## config.mk

```make
export PLATFORM = sky130hd
export DESIGN_NAME = jstk_poll_scheduler
export DESIGN_NICKNAME = d
export VERILOG_FILES = /design/src/rtl/jstk_pkg.sv /design/src/rtl/spi_byte_engine.sv /design/src/rtl/jstk_poll_scheduler.sv
export SDC_FILE = /design/constraint.sdc
export NUM_CORES = 1
export LEC_CHECK = 0
export BUFFER_PORTS_ARGS = -buffer_cell sky130_fd_sc_hd__buf_2
export CORE_MARGIN = 2
export CORE_UTILIZATION = 59
export DETAILED_ROUTE_END_ITERATION = 12
export PLACE_DENSITY = 0.92
export SLEW_MARGIN = 0
export SYNTH_ARGS = -nofsm -noshare
export SYNTH_HDL_FRONTEND = slang
export SYNTH_SLANG_ARGS = --single-unit
```

## constraint.sdc

```tcl
create_clock -name clk -period 3.3 [get_ports clk]
set_input_delay 0.66 -clock clk [delete_from_list [all_inputs] [get_ports clk]]
set_output_delay 0.66 -clock clk [all_outputs]
set_load 0.05 [all_outputs]
```

## src/rtl/jstk_pkg.sv

```systemverilog
// Shared types and constants for the dual-joystick poll scheduler.
// Optional build macro: JSTK_FRAME_CHECK_EN (reserved-bit frame check).
package jstk_pkg;

  typedef enum logic [2:0] {
    ST_IDLE,
    ST_SETUP,
    ST_SHIFT,
    ST_GAP,
    ST_FINISH,
    ST_NEXT
  } jstk_state_t;

  localparam int JSTK_FRAME_BYTES = 5;
  localparam logic [5:0] JSTK_CMD_PREFIX = 6'b100000;

  // Byte positions of the fields inside the 5-byte reply frame
  localparam int JSTK_IDX_X_LO = 0;
  localparam int JSTK_IDX_X_HI = 1;
  localparam int JSTK_IDX_Y_LO = 2;
  localparam int JSTK_IDX_Y_HI = 3;
  localparam int JSTK_IDX_BTN  = 4;

  // A reply is well formed when every bit outside the X/Y/button fields is zero
  function automatic logic jstk_frame_ok(input logic [7:0] x_hi,
                                         input logic [7:0] y_hi,
                                         input logic [7:0] btn);
    return (x_hi[7:2] == 6'd0) && (y_hi[7:2] == 6'd0) && (btn[7:3] == 5'd0);
  endfunction

endpackage

```

## src/rtl/spi_byte_engine.sv

```systemverilog
// SPI mode-0 single-byte engine: SCLK idles low, MOSI changes on the falling
// edge, MISO is sampled on the rising edge. Bit 7 drives MOSI from the cycle
// after start. done is a one-cycle pulse in the cycle whose clock edge makes
// the final SCLK falling edge, so a caller reacting to it loses no cycle.
module spi_byte_engine #(
  parameter int SCLK_HALF = 50
) (
  input  logic       clk,
  input  logic       rst,
  input  logic       start,
  input  logic [7:0] tx_byte,
  input  logic       miso,
  output logic       sclk,
  output logic       mosi,
  output logic [7:0] rx_byte,
  output logic       done
);

  localparam int HW = (SCLK_HALF > 1) ? $clog2(SCLK_HALF) : 1;
  localparam logic [HW-1:0] HLAST = HW'(SCLK_HALF - 1);

  logic          active;
  logic [HW-1:0] half_cnt;
  logic [2:0]    bit_cnt;
  logic [7:0]    tx_sh;
  logic [7:0]    rx_sh;
  logic          sclk_reg;

  assign sclk    = sclk_reg;
  assign mosi    = tx_sh[7];
  assign rx_byte = rx_sh;
  assign done    = active && (half_cnt == HLAST) && sclk_reg && (bit_cnt == 3'd7);

  // SCLK divider plus transmit/receive shift registers for one byte
  always_ff @(posedge clk or negedge rst) begin
    if (!rst) begin
      active   <= 1'b0;
      half_cnt <= '0;
      bit_cnt  <= 3'd0;
      tx_sh    <= 8'h00;
      rx_sh    <= 8'h00;
      sclk_reg <= 1'b0;
    end else if (start) begin
      active   <= 1'b1;
      half_cnt <= '0;
      bit_cnt  <= 3'd0;
      tx_sh    <= tx_byte;
      sclk_reg <= 1'b0;
    end else if (active) begin
      if (half_cnt == HLAST) begin
        half_cnt <= '0;
        sclk_reg <= ~sclk_reg;
        if (!sclk_reg) begin
          rx_sh <= {rx_sh[6:0], miso};
        end else begin
          // zero fill leaves MOSI low once the byte is out
          tx_sh   <= {tx_sh[6:0], 1'b0};
          bit_cnt <= bit_cnt + 3'd1;
          if (bit_cnt == 3'd7) active <= 1'b0;
        end
      end else begin
        half_cnt <= half_cnt + 1'b1;
      end
    end
  end

endmodule

```

## src/rtl/jstk_poll_scheduler.sv

```systemverilog
// Polls two PmodJSTK-style joysticks through one shared SPI byte engine:
// device 0 then device 1 each round, 5-byte frames, results latched per device.
// Optional build macro: JSTK_FRAME_CHECK_EN adds reserved-bit frame rejection
// and the sticky frame_err_0/frame_err_1 outputs.
// SS_SETUP and BYTE_GAP are measured up to the next SCLK rising edge, so the
// SETUP/GAP waits are shortened by the engine's leading low half-period.
module jstk_poll_scheduler
  import jstk_pkg::*;
#(
  parameter int SCLK_HALF   = 50,
  parameter int SS_SETUP    = 1500,
  parameter int BYTE_GAP    = 1000,
  parameter int POLL_PERIOD = 1000000
) (
  input  logic       clk,
  input  logic       rst,
  input  logic       enable,
  input  logic [1:0] led_0,
  input  logic [1:0] led_1,
  input  logic       MISO_1,
  input  logic       MISO_2,
  output logic       SS_1,
  output logic       SS_2,
  output logic       MOSI,
  output logic       SCLK,
  output logic [9:0] x_0,
  output logic [9:0] y_0,
  output logic [2:0] btn_0,
  output logic       upd_0,
  output logic [9:0] x_1,
  output logic [9:0] y_1,
  output logic [2:0] btn_1,
  output logic       upd_1,
  output logic       busy
`ifdef JSTK_FRAME_CHECK_EN
  ,
  output logic       frame_err_0,
  output logic       frame_err_1
`endif
);

  localparam int CW = $clog2(POLL_PERIOD);
  localparam logic [CW-1:0] PLAST = CW'(POLL_PERIOD - 1);
  localparam int TMAX = (SS_SETUP > BYTE_GAP) ? SS_SETUP : BYTE_GAP;
  localparam int TW = $clog2(TMAX + 1);
  localparam logic [TW-1:0] SETUP_LOAD = TW'(SS_SETUP - SCLK_HALF - 1);
  localparam logic [TW-1:0] GAP_LOAD   = TW'(BYTE_GAP - SCLK_HALF - 1);
  localparam logic [2:0] LAST_IDX = 3'(JSTK_FRAME_BYTES - 1);

  jstk_state_t   state;
  logic [CW-1:0] period_cnt;
  logic [TW-1:0] tmr;
  logic [2:0]    byte_idx;
  logic          dev;
  logic [1:0]    led_lat;
  logic [7:0]    stage [JSTK_FRAME_BYTES];

  logic       round_start;
  logic       eng_start;
  logic [7:0] eng_tx;
  logic       eng_miso;
  logic [7:0] eng_rx;
  logic       eng_done;
  logic       frame_good;
  logic [9:0] new_x;
  logic [9:0] new_y;
  logic [2:0] new_btn;

  assign round_start = (state == ST_IDLE) && enable && (period_cnt == PLAST);
  assign eng_start   = ((state == ST_SETUP) || (state == ST_GAP)) && (tmr == '0);
  assign eng_tx      = (state == ST_SETUP) ? {JSTK_CMD_PREFIX, led_lat} : 8'h00;
  assign eng_miso    = dev ? MISO_2 : MISO_1;

  // The button byte is still in the engine when the frame completes
  assign new_x   = {stage[JSTK_IDX_X_HI][1:0], stage[JSTK_IDX_X_LO]};
  assign new_y   = {stage[JSTK_IDX_Y_HI][1:0], stage[JSTK_IDX_Y_LO]};
  assign new_btn = eng_rx[2:0];
`ifdef JSTK_FRAME_CHECK_EN
  assign frame_good = jstk_frame_ok(stage[JSTK_IDX_X_HI], stage[JSTK_IDX_Y_HI], eng_rx);
`else
  assign frame_good = 1'b1;
`endif

  spi_byte_engine #(.SCLK_HALF(SCLK_HALF)) u_engine (
    .clk     (clk),
    .rst     (rst),
    .start   (eng_start),
    .tx_byte (eng_tx),
    .miso    (eng_miso),
    .sclk    (SCLK),
    .mosi    (MOSI),
    .rx_byte (eng_rx),
    .done    (eng_done)
  );

  // Poll period timer: reloads at each round start, then saturates
  always_ff @(posedge clk or negedge rst) begin
    if (!rst)                     period_cnt <= '0;
    else if (round_start)         period_cnt <= '0;
    else if (period_cnt != PLAST) period_cnt <= period_cnt + 1'b1;
  end

  // Round sequencer: selects, frames and commits each device in turn
  always_ff @(posedge clk or negedge rst) begin
    if (!rst) begin
      state    <= ST_IDLE;
      tmr      <= '0;
      byte_idx <= 3'd0;
      dev      <= 1'b0;
      led_lat  <= 2'b00;
      SS_1     <= 1'b1;
      SS_2     <= 1'b1;
      busy     <= 1'b0;
      x_0      <= '0;
      y_0      <= '0;
      btn_0    <= '0;
      upd_0    <= 1'b0;
      x_1      <= '0;
      y_1      <= '0;
      btn_1    <= '0;
      upd_1    <= 1'b0;
      for (int i = 0; i < JSTK_FRAME_BYTES; i++) stage[i] <= 8'h00;
`ifdef JSTK_FRAME_CHECK_EN
      frame_err_0 <= 1'b0;
      frame_err_1 <= 1'b0;
`endif
    end else begin
      upd_0 <= 1'b0;
      upd_1 <= 1'b0;
      case (state)
        ST_IDLE: begin
          if (round_start) begin
            state   <= ST_SETUP;
            dev     <= 1'b0;
            SS_1    <= 1'b0;
            busy    <= 1'b1;
            led_lat <= led_0;
            tmr     <= SETUP_LOAD;
          end
        end
        ST_SETUP: begin
          if (tmr == '0) begin
            state    <= ST_SHIFT;
            byte_idx <= 3'd0;
          end else begin
            tmr <= tmr - 1'b1;
          end
        end
        ST_SHIFT: begin
          if (eng_done) begin
            stage[byte_idx] <= eng_rx;
            if (byte_idx < LAST_IDX) begin
              state <= ST_GAP;
              tmr   <= GAP_LOAD;
            end else begin
              // Entering FINISH: deselect and commit so both show in that cycle
              state <= ST_FINISH;
              if (dev) SS_2 <= 1'b1;
              else     SS_1 <= 1'b1;
              if (frame_good) begin
                if (dev) begin
                  x_1   <= new_x;
                  y_1   <= new_y;
                  btn_1 <= new_btn;
                  upd_1 <= 1'b1;
                end else begin
                  x_0   <= new_x;
                  y_0   <= new_y;
                  btn_0 <= new_btn;
                  upd_0 <= 1'b1;
                end
              end
`ifdef JSTK_FRAME_CHECK_EN
              if (!frame_good) begin
                if (dev) frame_err_1 <= 1'b1;
                else     frame_err_0 <= 1'b1;
              end
`endif
            end
          end
        end
        ST_GAP: begin
          if (tmr == '0) begin
            state    <= ST_SHIFT;
            byte_idx <= byte_idx + 3'd1;
          end else begin
            tmr <= tmr - 1'b1;
          end
        end
        ST_FINISH: begin
          state <= ST_NEXT;
        end
        ST_NEXT: begin
          if (!dev) begin
            state   <= ST_SETUP;
            dev     <= 1'b1;
            SS_2    <= 1'b0;
            led_lat <= led_1;
            tmr     <= SETUP_LOAD;
          end else begin
            state <= ST_IDLE;
            busy  <= 1'b0;
          end
        end
        default: state <= ST_IDLE;
      endcase
    end
  end

endmodule

```

==> impl_results.rst <==
.. list-table::
   :header-rows: 1

   * - Metric
     - Value
   * - H-tree lvl count
     - 4
   * - Run status
     - completed
   * - Number of violations of the max-capacitance limit
     - 0
   * - Leakage dissipation
     - 0.00361 uW
   * - Clock-pin slew of the registers on the worst-case setup and hold paths
     - 60 ps
   * - Number of global-route vias before repair
     - 4,548
   * - WS Path Type
     - flop to flop
   * - Post-DRT Antenna Nets
     - 0
   * - Final hold viol count
     - 0
   * - Worst slew margin relative to its limit
     - 0.397
   * - Inserted Diodes
     - 0
   * - Launching element type of the critical path
     - flop
   * - Post-placement cell area
     - 6470 sq um
   * - Initial antenna violation count
     - 0
   * - Core area
     - 9820 sq um
   * - CP Cell Sequence
     - inv_1, ha_1, or4b_1, or4_1, o211ai_2, or2_1, o21ai_0
   * - Global-route wire length before repair
     - 24.4 mm
   * - Routability Congestion
     - 0.869
   * - Register ranked first by flip-flop count
     - period_cnt
   * - VDD IR max
     - 0.000360 V
   * - Most common cell after layout, fill and taps aside
     - sky130_fd_sc_hd__dfrtp_1
   * - Sum of overflow across all layers after global routing
     - 0
   * - Slowest stage delay, CP
     - 720 ps
   * - Pin slew with the least headroom to its limit
     - 896 ps
   * - Post-DP HPWL
     - 8.94 mm
   * - Post-CTS Hold Fix Bufs
     - 0
   * - Instance count after placement with tap cells included
     - 678
   * - Area share of xor/xnor cells in the synthesized design
     - 0.0160
   * - Routed WL
     - 14.8 mm
   * - F_max
     - 334 MHz
   * - Post-cts resize count
     - 0
   * - Master of the slowest instance on the critical path
     - sky130_fd_sc_hd__or4_1
   * - Worst clock skew
     - 11.9 ps
   * - Total clock buffers created by CTS
     - 17
   * - Dominant combinational cell family by area after synthesis
     - multiplexers
   * - Syn_nets
     - 514
   * - Via count normalized by instance count
     - 6.35
   * - Required time of the worst setup path
     - 3690 ps
   * - Pwr/cell area
     - 586 nW/um^2
   * - Launch point of the worst path
     - tmr[0]
   * - Number of instances in the synthesized netlist
     - 497
   * - Initial core utilization
     - 0.613
   * - Mux contribution to synthesized area
     - 0.160
   * - Hold WS
     - 185 ps
   * - Flip-flop and latch count after synthesis
     - 138
   * - Total number of vias
     - 4,509
   * - Max Transition Viols Final
     - 0
   * - Multi-input gate area
     - 2420 sq um
   * - Highest-count cells in the layout ignoring fill and taps
     - sky130_fd_sc_hd__dfrtp_1 (136), sky130_fd_sc_hd__mux2_2 (73), sky130_fd_sc_hd__buf_2 (60)
   * - Share of synthesized area occupied by flip-flops and latches
     - 0.574
   * - Depth of the worst register-to-register path
     - 7
   * - Number of I/O pins
     - 62
   * - 1st-iter DRT viols
     - 539
   * - Post-Layout Cell Count
     - 710
   * - CTS sink count
     - 138
   * - Reg-to-reg endpoint
     - tmr[2]
   * - Number of warnings printed during yosys synthesis
     - 0
   * - Clock tree from TritonCTS
     - yes
   * - Maximum fanout along the worst path
     - 10
   * - Post-synthesis share of cell area spent on full adders, half adders and majority gates
     - 0.0166
   * - Worst Setup End Kind
     - flop
   * - Post-Synthesis Cell Area
     - 6020 sq um
   * - Number of nets in the layout
     - 581
   * - Top Registers
     - period_cnt: 20 flops, tmr: 11 flops
   * - Area enclosed by the die boundary
     - 11,000 sq um
   * - Worst min-delay path class
     - primary input to async pin
   * - Final worst path period need
     - 3000 ps
   * - Fraction of layout cells with a size suffix above 1
     - 0.333
   * - DIE WIDTH
     - 105 microns
   * - Pin count of the biggest net entering global routing
     - 85
   * - Count of flip-flops with a built-in enable after synthesis
     - 0
   * - Maximum number of buffers from clock root to sink
     - 2
   * - # port buffers
     - 61
   * - Most used DFF post-synth
     - sky130_fd_sc_hd__dfrtp_1
   * - Async set-reset flop share out of synthesis
     - 1.00
   * - Std-Cell Rows
     - 36
   * - Final design instance area without fill
     - 7030 sq um
   * - FF-to-FF setup slack
     - 300 ps
   * - Number of distinct standard cells referenced by the synthesized netlist
     - 55
   * - Post-CTS Repair Setup Buffers
     - 0
   * - Filler cell count
     - 662
   * - Total setup violations reported at the end of the flow
     - 0
   * - Die Span Y
     - 105 microns
   * - Post-synthesis share of cell area spent on and, or, nand and nor gates
     - 0.127
   * - Post-detailed-route wirelength per cell
     - 20.9 microns
   * - CP endpoint
     - tmr[2]
   * - All-Layer GR Usage
     - 0.286
   * - Clock root buffer
     - sky130_fd_sc_hd__clkbuf_8
   * - Layout Area Growth over Synthesis
     - 16.9%
   * - Unrepaired setup endpoints after global routing
     - false
   * - TNS Setup
     - 0 ps
   * - Synthesized-area fraction occupied by ao, oa, aoi and oai cells
     - 0.0813
   * - Largest register FFs
     - 20
   * - Post-Syn Area per Cell
     - 12.1 sq um
   * - Ratio of final minimum period to clock period
     - 0.908
   * - Seq. cell area
     - 3460 sq um
   * - Post-layout utilization of the core
     - 0.716
   * - Detailed-routing iteration count for the pre-antenna-repair pass
     - 5
   * - Residual DRC
     - 0
   * - Arrival time of the worst setup path
     - 3390 ps
   * - Startpoint of the worst register-to-register path
     - tmr[0]
   * - Clock network latency to the later pin of the worst-skew pair
     - 540 ps
final cells by class:
type / instances / area share
Timing Repair Buffer: 68 / 0.0518
Clock inverter: 15 / 0.0219
Tap cell: 133 / 0.0237
Inverter: 17 / 0.00907
Sequential cell: 138 / 0.491
Clock buffer: 17 / 0.0589
Multi-Input combinational cell: 322 / 0.343
synthesized netlist by cell type, types with 2 or more instances:
cell / count / area share
sky130_fd_sc_hd__dfrtp_1: 136 / 0.57
sky130_fd_sc_hd__nand3_1: 23 / 0.019
sky130_fd_sc_hd__o31ai_1: 6 / 0.0075
sky130_fd_sc_hd__ha_1: 8 / 0.017
sky130_fd_sc_hd__or3_1: 4 / 0.0042
sky130_fd_sc_hd__o31ai_2: 5 / 0.010
sky130_fd_sc_hd__nor3_1: 9 / 0.0075
sky130_fd_sc_hd__o32ai_1: 2 / 0.0029
sky130_fd_sc_hd__a31oi_1: 6 / 0.0062
sky130_fd_sc_hd__buf_2: 5 / 0.0042
sky130_fd_sc_hd__nor2_1: 33 / 0.021
sky130_fd_sc_hd__a21oi_1: 14 / 0.012
sky130_fd_sc_hd__nand4b_1: 2 / 0.0029
sky130_fd_sc_hd__xor2_1: 5 / 0.0073
sky130_fd_sc_hd__o21a_1: 2 / 0.0025
sky130_fd_sc_hd__o21ai_0: 24 / 0.020
sky130_fd_sc_hd__or2_2: 3 / 0.0031
sky130_fd_sc_hd__dfstp_2: 2 / 0.0087
sky130_fd_sc_hd__inv_1: 17 / 0.011
sky130_fd_sc_hd__clkbuf_1: 13 / 0.0081
sky130_fd_sc_hd__nand4_1: 6 / 0.0062
sky130_fd_sc_hd__mux2i_1: 14 / 0.023
sky130_fd_sc_hd__mux2_2: 73 / 0.14
sky130_fd_sc_hd__nor2b_1: 6 / 0.0062
sky130_fd_sc_hd__or4_1: 4 / 0.0050
sky130_fd_sc_hd__xnor2_1: 6 / 0.0087
sky130_fd_sc_hd__nand2_1: 33 / 0.021
sky130_fd_sc_hd__nor3b_1: 2 / 0.0025
sky130_fd_sc_hd__a21boi_0: 2 / 0.0025
sky130_fd_sc_hd__and3_1: 2 / 0.0021
sky130_fd_sc_hd__nor4_1: 6 / 0.0062
logic make-up (layout without fill, tap and decap cells):
family	count (synthesis)	after routing
fa+ha+maj	8	8
mux	87	87
xor+xnor	11	11
buf+inv	37	117
flops	138	138
compound gates	71	71
simple gates	145	145
worst min path at each step:
stage,to,from,cells past startpoint,slack [ps]
global route,period_cnt[14],rst,1,250
global placement,SS_2,SS_2,2,450
finish,period_cnt[14],rst,1,180
CTS,period_cnt[14],rst,1,200
floorplan,btn_0[0],rst,0,360
detailed placement,SS_2,SS_2,2,470
report_power, final:
group	leakage [uW]	internal [uW]	switching, uW	total (uW)
registers	0.00185	1780	117	1900
logic	0.00148	133	245	378
clock network	0.000276	1030	810	1840
routing by layer:
metal,GRT usage,share of wire,vias up
met4,0.0962,0.024,0
met5,0,0,-
met3,0.0593,0.071,41
li1,-,-,1922
met2,0.479,0.52,249
met1,0.373,0.39,2297
critical path, delay by kind of cell, from the launching register on:
family	cells	cell delay, ps
adders and majority gates	1	170
and+or+nand+nor	3	1700
AOI/OAI and AO/OA	2	420
DFF	1	420
buffers and inverters	1	130
per-stage QoR:
| stage | setup slack, ps | total power [uW] |
|---|---|---|
| 2_1_floorplan | 907 | 2150 |
| 3_3_place_gp | 543 | 2240 |
| 3_5_place_dp | 408 | 2280 |
| 4_1_cts | 386 | 4110 |
| 5_1_grt | 199 | 4240 |
| 6_report | 304 | 4120 |
No activity file was read; power rests on OpenSTA's default activity.
